$ cat src/rtl/grover_pkg.sv
// Shared types, widths and fixed-point helpers for the Grover search sequencer
// and its diffusion datapath.
package grover_pkg;

    localparam int NUM_BIT = 3;
    localparam int NUM_AMP = 1 << NUM_BIT;
    localparam int AMP_W   = 8;
    localparam int ACC_W   = 11;
    localparam int Q_FRAC  = 6;
    localparam int MAG_W   = AMP_W + 1;
    localparam int DIFF_W  = AMP_W + 2;
    localparam int IDX_W   = NUM_BIT;
    localparam int ITER_W  = 4;

    localparam logic signed [AMP_W-1:0] AMP_MAX = 8'sd127;
    localparam logic signed [AMP_W-1:0] AMP_MIN = -8'sd128;

    localparam logic signed [DIFF_W-1:0] SAT_HI = 10'sd127;
    localparam logic signed [DIFF_W-1:0] SAT_LO = -10'sd128;

    typedef enum logic [2:0] {
        ST_IDLE,
        ST_LOAD,
        ST_ORACLE,
        ST_SUM,
        ST_DIFFUSE,
        ST_MEASURE,
        ST_DONE
    } state_t;

    function automatic logic signed [DIFF_W-1:0] sext_amp(input logic signed [AMP_W-1:0] a);
        return DIFF_W'(a);
    endfunction

    function automatic logic signed [AMP_W-1:0] sat_amp(input logic signed [DIFF_W-1:0] v);
        if (v > SAT_HI) begin
            return AMP_MAX;
        end else if (v < SAT_LO) begin
            return AMP_MIN;
        end
        return AMP_W'(v);
    endfunction

    // Magnitude is one bit wider so that |-128| = 128 stays representable.
    function automatic logic [MAG_W-1:0] abs_amp(input logic signed [AMP_W-1:0] a);
        logic signed [MAG_W-1:0] ext;
        ext = MAG_W'(a);
        return a[AMP_W-1] ? MAG_W'(-ext) : MAG_W'(ext);
    endfunction

endpackage

$ cat src/rtl/grover_diffuse.sv
// Eight-lane inversion about the mean: each lane yields sat(2*mean - amp).
// When disabled the lanes pass their amplitude through unchanged.
module grover_diffuse
    import grover_pkg::*;
(
    input  logic                       en,
    input  logic [AMP_W-1:0]           mean,
    input  logic [NUM_AMP*AMP_W-1:0]   amp_in,
    output logic [NUM_AMP*AMP_W-1:0]   amp_out
);

    logic signed [DIFF_W-1:0] two_mean;

    assign two_mean = sext_amp($signed(mean)) <<< 1;

    generate
        for (genvar gi = 0; gi < NUM_AMP; gi++) begin : g_lane
            logic signed [AMP_W-1:0]  lane_amp;
            logic signed [DIFF_W-1:0] lane_diff;

            assign lane_amp  = $signed(amp_in[gi*AMP_W +: AMP_W]);
            assign lane_diff = two_mean - sext_amp(lane_amp);
            assign amp_out[gi*AMP_W +: AMP_W] = en ? sat_amp(lane_diff) : lane_amp;
        end
    endgenerate

endmodule

$ cat src/rtl/grover_iter_ctrl.sv
// Sequencer for a 3-qubit Grover search: uniform load, ITERATIONS rounds of
// oracle + diffusion, then a largest-magnitude scan to pick the measured index.
module grover_iter_ctrl
    import grover_pkg::*;
#(
    parameter int INIT_AMP   = 23,
    parameter int ITERATIONS = 2
) (
    input  logic             clk,
    input  logic             rst_n,
    input  logic             start,
    input  logic [2:0]       target,
    output logic             busy,
    output logic             done,
    output logic [3:0]       iter_cnt,
    output logic [7:0]       amp0,
    output logic [7:0]       amp1,
    output logic [7:0]       amp2,
    output logic [7:0]       amp3,
    output logic [7:0]       amp4,
    output logic [7:0]       amp5,
    output logic [7:0]       amp6,
    output logic [7:0]       amp7,
    output logic [2:0]       found_idx
);

    localparam logic [ITER_W:0]        ITER_LIM = (ITER_W+1)'(ITERATIONS);
    localparam logic signed [AMP_W-1:0] INIT_V  = AMP_W'(INIT_AMP);
    localparam logic [IDX_W-1:0]        IDX_LAST = IDX_W'(NUM_AMP - 1);

    state_t                   state_q, state_d;
    logic signed [AMP_W-1:0]  amp_q [NUM_AMP];
    logic signed [AMP_W-1:0]  amp_d [NUM_AMP];
    logic signed [ACC_W-1:0]  acc_q, acc_d;
    logic [IDX_W-1:0]         idx_q, idx_d;
    logic [ITER_W-1:0]        iter_q, iter_d;
    logic [IDX_W-1:0]         target_q, target_d;
    logic [MAG_W-1:0]         best_mag_q, best_mag_d;
    logic [IDX_W-1:0]         best_idx_q, best_idx_d;
    logic [IDX_W-1:0]         found_q, found_d;
    logic                     busy_q, busy_d;
    logic                     done_q, done_d;

    logic                     diff_en;
    logic signed [AMP_W-1:0]  mean;
    logic [NUM_AMP*AMP_W-1:0] amp_flat;
    logic [NUM_AMP*AMP_W-1:0] diff_flat;
    logic signed [AMP_W-1:0]  diff_amp [NUM_AMP];
    logic signed [AMP_W-1:0]  cur_amp;
    logic [MAG_W-1:0]         cur_mag;
    logic                     cur_take;

    // Arithmetic shift gives the floor of acc/8, as the diffusion mean requires.
    assign mean = AMP_W'(acc_q >>> NUM_BIT);

    generate
        for (genvar gi = 0; gi < NUM_AMP; gi++) begin : g_flat
            assign amp_flat[gi*AMP_W +: AMP_W] = amp_q[gi];
            assign diff_amp[gi] = $signed(diff_flat[gi*AMP_W +: AMP_W]);
        end
    endgenerate

    grover_diffuse u_diffuse (
        .en      (diff_en),
        .mean    (mean),
        .amp_in  (amp_flat),
        .amp_out (diff_flat)
    );

    assign cur_amp  = amp_q[idx_q];
    assign cur_mag  = abs_amp(cur_amp);
    // The first lane seeds the scan; later lanes win only when strictly larger.
    assign cur_take = (idx_q == '0) || (cur_mag > best_mag_q);

    always_comb begin
        state_d    = state_q;
        amp_d      = amp_q;
        acc_d      = acc_q;
        idx_d      = idx_q;
        iter_d     = iter_q;
        target_d   = target_q;
        best_mag_d = best_mag_q;
        best_idx_d = best_idx_q;
        found_d    = found_q;
        diff_en    = 1'b0;

        case (state_q)
            ST_IDLE: begin
                if (start) begin
                    target_d = target;
                    iter_d   = '0;
                    state_d  = ST_LOAD;
                end
            end
            ST_LOAD: begin
                for (int i = 0; i < NUM_AMP; i++) begin
                    amp_d[i] = INIT_V;
                end
                idx_d   = '0;
                state_d = (ITER_LIM != '0) ? ST_ORACLE : ST_MEASURE;
            end
            ST_ORACLE: begin
                amp_d[target_q] = sat_amp(-sext_amp(amp_q[target_q]));
                acc_d   = '0;
                idx_d   = '0;
                state_d = ST_SUM;
            end
            ST_SUM: begin
                acc_d = acc_q + ACC_W'(cur_amp);
                idx_d = idx_q + 1'b1;
                if (idx_q == IDX_LAST) begin
                    state_d = ST_DIFFUSE;
                end
            end
            ST_DIFFUSE: begin
                diff_en = 1'b1;
                amp_d   = diff_amp;
                iter_d  = iter_q + 1'b1;
                idx_d   = '0;
                state_d = ({1'b0, iter_q} + 1'b1 < ITER_LIM) ? ST_ORACLE : ST_MEASURE;
            end
            ST_MEASURE: begin
                if (cur_take) begin
                    best_mag_d = cur_mag;
                    best_idx_d = idx_q;
                end
                idx_d = idx_q + 1'b1;
                if (idx_q == IDX_LAST) begin
                    found_d = cur_take ? idx_q : best_idx_q;
                    state_d = ST_DONE;
                end
            end
            ST_DONE: begin
                state_d = ST_IDLE;
            end
            default: begin
                state_d = ST_IDLE;
            end
        endcase

        busy_d = (state_d != ST_IDLE);
        done_d = (state_d == ST_DONE);
    end

    always_ff @(posedge clk) begin
        if (!rst_n) begin
            state_q    <= ST_IDLE;
            for (int i = 0; i < NUM_AMP; i++) begin
                amp_q[i] <= '0;
            end
            acc_q      <= '0;
            idx_q      <= '0;
            iter_q     <= '0;
            target_q   <= '0;
            best_mag_q <= '0;
            best_idx_q <= '0;
            found_q    <= '0;
            busy_q     <= 1'b0;
            done_q     <= 1'b0;
        end else begin
            state_q    <= state_d;
            for (int i = 0; i < NUM_AMP; i++) begin
                amp_q[i] <= amp_d[i];
            end
            acc_q      <= acc_d;
            idx_q      <= idx_d;
            iter_q     <= iter_d;
            target_q   <= target_d;
            best_mag_q <= best_mag_d;
            best_idx_q <= best_idx_d;
            found_q    <= found_d;
            busy_q     <= busy_d;
            done_q     <= done_d;
        end
    end

    assign busy      = busy_q;
    assign done      = done_q;
    assign iter_cnt  = iter_q;
    assign found_idx = found_q;
    assign amp0      = amp_q[0];
    assign amp1      = amp_q[1];
    assign amp2      = amp_q[2];
    assign amp3      = amp_q[3];
    assign amp4      = amp_q[4];
    assign amp5      = amp_q[5];
    assign amp6      = amp_q[6];
    assign amp7      = amp_q[7];

endmodule

$ cat config.mk
export PLATFORM = sky130hd
export DESIGN_NAME = grover_iter_ctrl
export DESIGN_NICKNAME = d
export VERILOG_FILES = /design/src/rtl/grover_pkg.sv /design/src/rtl/grover_diffuse.sv /design/src/rtl/grover_iter_ctrl.sv
export SDC_FILE = /design/constraint.sdc
export NUM_CORES = 1
export LEC_CHECK = 0
export CAP_MARGIN = 15
export CORE_MARGIN = 1.5
export CORE_UTILIZATION = 37
export DETAILED_ROUTE_END_ITERATION = 12
export GPL_ROUTABILITY_DRIVEN = 1
export PLACE_DENSITY = 0.64
export SETUP_SLACK_MARGIN = 0.02
export SLEW_MARGIN = 20
export SYNTH_ARGS = -nofsm -noshare
export SYNTH_HDL_FRONTEND = slang
export SYNTH_SLANG_ARGS = --single-unit
$ cat constraint.sdc
create_clock -name clk -period 9.34 [get_ports clk]
set_input_delay 1.868 -clock clk [delete_from_list [all_inputs] [get_ports clk]]
set_output_delay 1.868 -clock clk [all_outputs]
set_load 0.01 [all_outputs]
### Yosys cells after proc, flatten, opt, wreduce, memory -nomap -nowiden

Cells that the tools add are included.

| operators by class | value |
|---|---|
| $add $sub $neg | 14 |
| magnitude comparators | 23 |
| eq/ne operators | 9 |
| mux-type cells | 77 |
| bitwise logic cells | 2 |
| reduce and logical (&&, ||, !) cells | 16 |

Operators with widths:

| operator | number |
|---|---|
| $mux W8 | 41 |
| $pmux W64 S3 | 1 |
| $gt A10 B8 Y1 const B | 9 |
| $lt A10 B8 Y1 const B | 9 |
| $sub A9 B8 Y10 | 8 |
| $bwmux W64 | 1 |
| $bmux W8 S3 | 2 |
| $demux W8 S3 | 1 |
| $pmux W11 S2 | 1 |
| $mux W1 | 20 |
| $pmux W3 S6 | 1 |
| $mux W3 | 5 |
| $eq A3 B3 Y1 const B | 4 |
| $add A11 B8 Y11 | 1 |
| $neg A8 Y10 | 1 |
| $reduce_and A2 Y1 | 5 |
| $gt A9 B9 Y1 | 1 |
| $mux W9 | 1 |
| $neg A8 Y9 | 1 |
| $ge A4 B4 Y1 const B | 2 |
| $not A3 Y4 | 2 |
| $pmux W4 S2 | 1 |
| $eq A3 B2 Y1 const B | 2 |
| $logic_not A3 Y1 | 2 |
| other kinds (16) | 19 |

| word-level totals | value |
|---|---|
| bits in registers | 105 |
| input port bits | 6 |
| output and inout bits | 73 |
| logic and storage cells | 159 |

### Longest topological paths before layout

Gate-level depths: netlist (run 1).

| logic depth | value |
|---|---|
| word-level depth | 13 |
| depth in mapped cells | 17 |
| gate-level depth less buffers | 15 |

### Modules after synthesis

From an unflattened synthesis (run 1), not the netlist that was laid out.

| second synthesis, totals | value |
|---|---|
| cells, all modules | 1446 |
| area, all modules | 11282.1 sq um |

Modules (own cells, without submodules):

| module | instances | cells each | area an instance (sq um) | sequential area each (sq um) |
|---|---|---|---|---|
| grover_iter_ctrl | 1 | 786 | 6837.8 | 2102.0 |
| grover_diffuse | 1 | 660 | 4444.3 | 0.0 |

### Least setup slack after synthesis (run 1)

Ideal clock, no wire load.

| timing path | value |
|---|---|
| path kind | register to register |
| from | reg idx_q[0] |
| to | reg best_idx_q[1] |
| setup time | 128 ps |
| arrival time | 4016 ps |
| required time | 9212 ps |
| path slack | 5196 ps |
| cell stages (with the launch flop) | 17 |
| buffers on the path | 3 |
| clock period less this slack | 4144 ps |
| cells stage by stage | dfxtp_1 > buf_2 > buf_2 > mux4_2 > mux2i_1 > inv_1 > nor3_1 > nand4_1 > nor4_1 > ha_1 > nand2_1 > o311ai_0 > a211oi_1 > o31ai_1 > clkbuf_1 > mux2i_1 > nor2_1 |

| between the ends | value |
|---|---|
| cells in the longest elaborated chain, start to end | 9 |
| elaborated cells on any way between the ends | 10 |
| those cells by class | add/sub (1); order compare (1); mux (5); bitwise (1); reduce/logical (2) |

Ends and longest elaborated chain:

| element | line | RTL |
|---|---|---|
| start, declared | grover_iter_ctrl.sv:35 | `logic [IDX_W-1:0] idx_q, idx_d;` |
| start signal, assigned | grover_iter_ctrl.sv:166 | `idx_q <= idx_d;` |
| $not A3 Y4 (not written as such) (*) | grover_iter_ctrl.sv:70 | `assign cur_amp = amp_q[idx_q];` |
| $bmux W8 S3 (*) | grover_iter_ctrl.sv:70 |  |
| $mux W8 (not written as such) (*) (2 in series) | grover_iter_ctrl.sv:70 |  |
| $neg A8 Y9 | grover_pkg.sv:48 | `return a[AMP_W-1] ? MAG_W'(-ext) : MAG_W'(ext);` |
| $mux W9 (*) | grover_pkg.sv:48 |  |
| via cur_mag[7] | grover_iter_ctrl.sv:50 | `logic [MAG_W-1:0] cur_mag;` |
| $gt A9 B9 Y1 (*) | grover_iter_ctrl.sv:73 | `assign cur_take = (idx_q == '0) \|\| (cur_mag > best_mag_q);` |
| $logic_or A1 B1 Y1 (*) | grover_iter_ctrl.sv:73 |  |
| $mux W3 (*) | -- |  |
| end signal, assigned | grover_iter_ctrl.sv:170 | `best_idx_q <= best_idx_d;` |
| end, declared | grover_iter_ctrl.sv:39 | `logic [IDX_W-1:0] best_idx_q, best_idx_d;` |

The timed path passes the listed nets; every way through them passes the cells marked *. The select of a mux whose other input is x is not followed.
A chain may end at the register's enable or synchronous reset.

### Worst setup path in the final report (run 1)

| timing path | value |
|---|---|
| from | reg idx_q[1] |
| to | reg best_idx_q[0] |

Same word-level chain as after synthesis.

==> impl_metrics.json, run 1 <==
{
  "status": "completed",
  "areaGrowthSynthToFinish_pct": 13.0,
  "worstPathMaxFanout": 20,
  "tns_ns": 0,
  "place_hpwl_um": 29500,
  "gp_congestion": 0.968,
  "skew_ns": 0.0104,
  "root_buffer": "clkbuf_16",
  "synthArstFlopShare": 0,
  "syn_avg_cell_area_um2": 7.99,
  "pre_cts_slack_ns": 4.86,
  "arrival_ns": 4.74,
  "clk_pin_slew_ns": 0.08,
  "antennaDiodeCount": 0,
  "final_cell_mix": "110 x nor2_1, 104 x dfxtp_1, 103 x inv_1, 103 x o21ai_0, 89 x ha_1",
  "synth_seq_area_share": 0.194,
  "die_w_um": 174,
  "vias_per_cell": 6.21,
  "dieArea_mm2": 0.0303,
  "cpMaxStageDelayCell": "dfxtp_1",
  "critPathTopFamily": "compound AO/OA/AOI/OAI gates",
  "cpMostUsedCell": "mux2i_1",
  "wl_per_cell_um": 22.3,
  "crit_required_ns": 9.57,
  "clock.fmax_ghz": 0.222,
  "antenna_found_initial": 0,
  "syn-instance-count": 1357,
  "synth-seq-cells": 105,
  "finalWorstSetupSlack_ns": 4.83,
  "crit_buf_inv": 1,
  "post-route-util": 0.426,
  "core_mm2": 0.0288,
  "cts_buffers": 9,
  "ir_worst_vdd_uv": 92.4,
  "vias": 11100,
  "grt_pass1_vias": 10200,
  "drc": 0,
  "drtIter0Drc": 1040,
  "globalRouteOverflowTotal": 0,
  "synth_flop_cell": "dfxtp_1",
  "synth-edff-count": 0,
  "clock_latency_ns": 0.37,
  "max_slew_margin": 0.280,
  "track_usage": 0.260,
  "setup_viol": 0,
  "io-pin-count": 79,
  "cellPowerDensity_mw_per_mm2": 170,
  "period_minus_slack_ns": 4.51,
  "grt_pass1_wl_um": 61100,
  "die_h_um": 174,
  "yosys.area.top_type_share": 0.194,
  "finalMaxSlewViolations": 0,
  "synth_cell_types": 94,
  "worst_hold_slack_ns": 0.465,
  "path_cells": "mux4_2, mux2i_1, inv_1, nor3_1, nand4_1, nor4_1, ha_1, nand2_1, o311ai_0, a211oi_1, o31ai_4, mux2i_1, nor2_1",
  "cap_viol_max_count": 0,
  "clk_path_buf_depth": 2,
  "rows": 62,
  "clock_sinks": 105,
  "mappedNetlistArea_mm2": 0.0108,
  "worst_slew_pin_slew_ns": 1.07,
  "layout_commonest_cell": "nor2_1",
  "cp-start-kind": "flop",
  "endpoint_kind": "flop",
  "rsz0062_at_grt": "false",
  "path_class": "flop to flop",
  "cts_resized": 0,
  "ant_nets": 0,
  "hold_path.class": "flop to flop",
  "syn_nets": 1461,
  "routed_wl_um": 39900,
  "first_pass_iters": 5,
  "min_period_over_period": 0.483,
  "fin_nets": 1504,
  "netlist_top_cells_area": "dfxtp_1 19%, ha_1 10%, o21ai_0 4.8%, a221oi_1 4.4%, mux4_2 4.4%",
  "synth_warnings": 0,
  "drive_gt1_frac": 0.0719,
  "grt_max_degree": 78,
  "slowest_delay_ns": 0.87,
  "yosysTopAreaCell": "dfxtp_1",
  "ctsHoldBuffers": 0,
  "io_buffer_count": 78,
  "p_leak_nw": 4.71,
  "post_cts_buffers": 0,
  "initial_core_util": 0.377,
  "tritoncts": "done",
  "final_hold_viol_count": 0,
  "h-tree-depth": 3
}
==> power by group <==
part,internal (mW),switching [mW],total [mW]
Clock,0.184,0.201,0.385
Sequential,0.483,0.0814,0.565
Combinational,0.448,0.682,1.13
Total,1.12,0.964,2.08
==> through the flow <==
step                power, mW  instance area (um2)  cells
floorplan                1.33                10800   1357
global placement         1.66                12000   1773
detailed placement       1.68                12000   1773
CTS                      2.06                12300   1789
global route             2.20                12300   1789
finish                   2.08                12300   1789
==> worst paths after layout <==
path              slack (ns)  startpoint             to  cells after the start
setup / recovery        4.83    idx_q[1]  best_idx_q[0]                     13
hold / removal          0.46    acc_q[0]       acc_q[0]                      2
setup reg to reg        4.83    idx_q[1]  best_idx_q[0]                     13
hold reg to reg         0.46    acc_q[0]       acc_q[0]                      2
==> Yosys cell counts, types with 7 or more instances <==
| master | count |
|---|---|
| nand2_1 | 73 |
| o21bai_1 | 14 |
| or3_1 | 9 |
| o2111ai_1 | 9 |
| and3_1 | 10 |
| a211oi_1 | 8 |
| nor4_1 | 7 |
| o22ai_1 | 9 |
| a31oi_1 | 24 |
| inv_1 | 104 |
| buf_2 | 10 |
| and2_1 | 14 |
| dfxtp_1 | 105 |
| a21oi_1 | 66 |
| fa_1 | 9 |
| o31ai_1 | 8 |
| xor2_1 | 21 |
| xnor2_1 | 39 |
| a21o_1 | 21 |
| o21ai_0 | 103 |
| mux4_2 | 21 |
| nand4_1 | 7 |
| nand3_1 | 48 |
| a22oi_1 | 21 |
| a221oi_1 | 55 |
| nor2b_1 | 25 |
| ha_1 | 89 |
| nor2_1 | 110 |
| o21a_1 | 23 |
| mux2i_1 | 29 |
| o211ai_1 | 24 |
| nand2b_1 | 23 |
| nor3_1 | 32 |
| clkbuf_1 | 47 |
==> sequential cells by signal, indices dropped and copies added, names as in the netlist <==
signal / flops
best_idx_q: 3
target_q: 3
amp6: 8
amp0: 8
acc_q: 11
state_q: 3
amp3: 8
amp7: 8
done: 1
found_idx: 3
amp5: 8
amp4: 8
iter_cnt: 4
idx_q: 3
busy: 1
best_mag_q: 9
amp1: 8
amp2: 8
==> layout make-up <==
cell class / instances / area, um2
Inverter: 106 / 398
Sequential cell: 105 / 2100
Tap cell: 384 / 480
Fill cell: 2852 / 16500
Clock buffer: 9 / 225
Timing Repair Buffer: 98 / 926
Multi-Input combinational cell: 1080 / 8060
Clock inverter: 7 / 53.8
==> cells by family after synthesis <==
kind of cell | share of synthesized area
compound gates | 0.304
xor+xnor | 0.0485
fa+ha+maj | 0.119
buf+inv | 0.0645
flops | 0.194
mux | 0.0814
other cells | 0.000346
simple gates | 0.188
==> worst register-to-register path, delay by kind of cell (launching register included) <==
family | cells | cell delay [ns]
AO/OA/AOI/OAI | 3 | 1.19
multiplexers | 3 | 1.05
AND/OR/NAND/NOR | 5 | 0.94
flip-flops | 1 | 0.87
adder cells (fa/ha/maj) | 1 | 0.21
buffers and inverters | 1 | 0.11
==> layer usage <==
layer | share of wire | track usage
met5 | 0 | 0
met4 | 0.036 | 0.102
met3 | 0.080 | 0.0429
met2 | 0.46 | 0.424
met1 | 0.43 | 0.341
Power figures use the tool's default switching activity.
==> run 2: changes to the inputs <==
clock period = 4.2 ns   (was 9.34 ns; I/O delays follow)
==> run 2 against run 1 <==
- combinational power increased by 140%
- clock skew rose by 0.0041 ns
- hold slack better by 0.0079 ns
- maximum frequency rose by 15%
- first-iteration DRC count rose by 20%
- sequential share of layout area decreased by 0.73 points
==> impl_metrics.json, run 2 (same netlist as run 1, synthesis figures left out) <==
{
  "status": "completed",
  "fin_nets": 1567,
  "globalRouteOverflowTotal": 0,
  "clock_power_share": 0.189,
  "tns_ns": 0,
  "total_power_mw": 4.81,
  "grt.busiest_layer": "met2",
  "clock_sinks": 105,
  "path_cells": "buf_12, mux4_2, mux2_2, inv_1, ha_1, nor2_1, a21oi_1, ha_1, nor2b_1, o21a_1, o21a_1, o21ai_0, a211oi_2, o31ai_2, buf_4, mux2i_1, nor2_1",
  "die_w_um": 174,
  "period_minus_slack_ns": 3.93,
  "slowest_delay_ns": 0.54,
  "multi_input_area_mm2": 0.00808,
  "critPathTopFamily": "multiplexers",
  "grt_max_degree": 42,
  "layout_commonest_cell": "nor2_1",
  "skew_ns": 0.0145,
  "arrival_ns": 4.16,
  "place_hpwl_um": 32300,
  "finalWorstSetupSlack_ns": 0.272,
  "routed_wl_um": 42000,
  "power_switching_mw": 2.18,
  "endpoint_kind": "flop",
  "reg_top3": "acc_q x11, best_mag_q x9",
  "antenna_found_initial": 0,
  "vias_per_cell": 6.24,
  "grt_pass1_wl_um": 64000,
  "ir_worst_vdd_uv": 217,
  "min_period_over_period": 0.935,
  "cts_buffers": 9,
  "drtIter0Drc": 1243,
  "crit_required_ns": 4.43,
  "fillers": 2894,
  "pwr-share-seq": 0.253,
  "crit_buf_inv": 3,
  "clock_latency_ns": 0.37,
  "use_met3": 0.0661,
  "grtUsageMet2": 0.437,
  "ctsHoldBuffers": 0,
  "core_mm2": 0.0288,
  "clock.fmax_ghz": 0.255,
  "clk_pin_slew_ns": 0.07,
  "met1_usage": 0.355,
  "post-route-util": 0.444,
  "path_class": "flop to flop",
  "pre_cts_slack_ns": 0.0732,
  "max_slew_margin": 0.367,
  "tritoncts": "done",
  "antennaDiodeCount": 0,
  "cp-start-kind": "flop",
  "dieArea_mm2": 0.0303,
  "cellPowerDensity_mw_per_mm2": 376,
  "gp_congestion": 1.00,
  "top_register": "acc_q",
  "drc": 0,
  "pwr-share-comb": 0.559,
  "finalMaxSlewViolations": 0,
  "die_h_um": 174,
  "drive_gt1_frac": 0.114,
  "first_pass_iters": 6,
  "final_hold_viol_count": 0,
  "worstPathMaxFanout": 14,
  "io-pin-count": 79,
  "regArea_mm2": 0.00210,
  "switching_share": 0.452,
  "vias": 11500,
  "final_cell_mix": "110 x nor2_1, 104 x dfxtp_1, 103 x inv_1, 103 x o21ai_0, 89 x ha_1",
  "track_usage": 0.275,
  "clk_path_buf_depth": 2,
  "h-tree-depth": 3,
  "ant_nets": 0,
  "io_buffer_count": 78,
  "areaGrowthSynthToFinish_pct": 18.0,
  "p_int_mw": 2.64,
  "hold_path.class": "flop to flop",
  "cpMaxStageDelayCell": "mux4_2",
  "rows": 62,
  "largest_register_ffs": 11,
  "cap_viol_max_count": 0,
  "grt_pass1_vias": 10800,
  "worst_slew_pin_slew_ns": 0.936,
  "wl_per_cell_um": 22.7,
  "rsz0062_at_grt": "false",
  "p_leak_nw": 5.04,
  "setup_viol": 0,
  "root_buffer": "clkbuf_16",
  "initial_core_util": 0.377
}
## run 2: metrics by stage
stage	hold slack, ns	area, um2	cells
after floorplan	0.436	10800	1357
after global placement	0.456	12400	1830
after detailed placement	0.464	12400	1830
after CTS	0.475	12700	1846
after global routing	0.498	12800	1852
final	0.473	12800	1852
## run 2: cell type report
class,count,share of cell area
Multi-Input combinational cell,1080,0.631
Sequential cell,105,0.164
Timing Repair Buffer,161,0.112
Tap cell,384,0.0376
Inverter,106,0.0311
Clock buffer,11,0.0190
Clock inverter,5,0.00430
## run 2: timing repair
action / 4_1_cts / 5_1_grt
buffers inserted: 0 / 6
resized for setup: 0 / 5
setup endpoints to repair: 0 / 15
endpoints found under the hold margin: 0 / 0
## run 2: per-layer routing
metal,wire length (um),up-vias
met5,0,-
met4,1830,0
met3,3900,112
met2,18700,551
met1,17600,5554
li1,-,5332
## run 2: power groups by stage
stage / clock network (mW) / logic, mW / registers (mW)
after global routing: 0.942 / 2.92 / 1.22
final: 0.910 / 2.69 / 1.22
after global placement: 0 / 2.59 / 1.23
after floorplan: 0 / 1.75 / 1.21
after CTS: 0.905 / 2.62 / 1.21
after detailed placement: 0 / 2.61 / 1.23
## run 2: path summary, 6_finish.rpt
check / end / slack [ns] / depth (start not counted) / from
setup reg to reg: best_idx_q[1] / 0.27 / 17 / idx_q[0]
hold / removal: best_idx_q[2] / 0.47 / 2 / best_idx_q[2]
setup / recovery: best_idx_q[1] / 0.27 / 17 / idx_q[0]
hold reg to reg: best_idx_q[2] / 0.47 / 2 / best_idx_q[2]
## run 2: worst min-delay path: stages (launching register included)
cell	delay, ns
dfxtp_1	0.32
nand2_1	0.06
a21oi_1	0.05
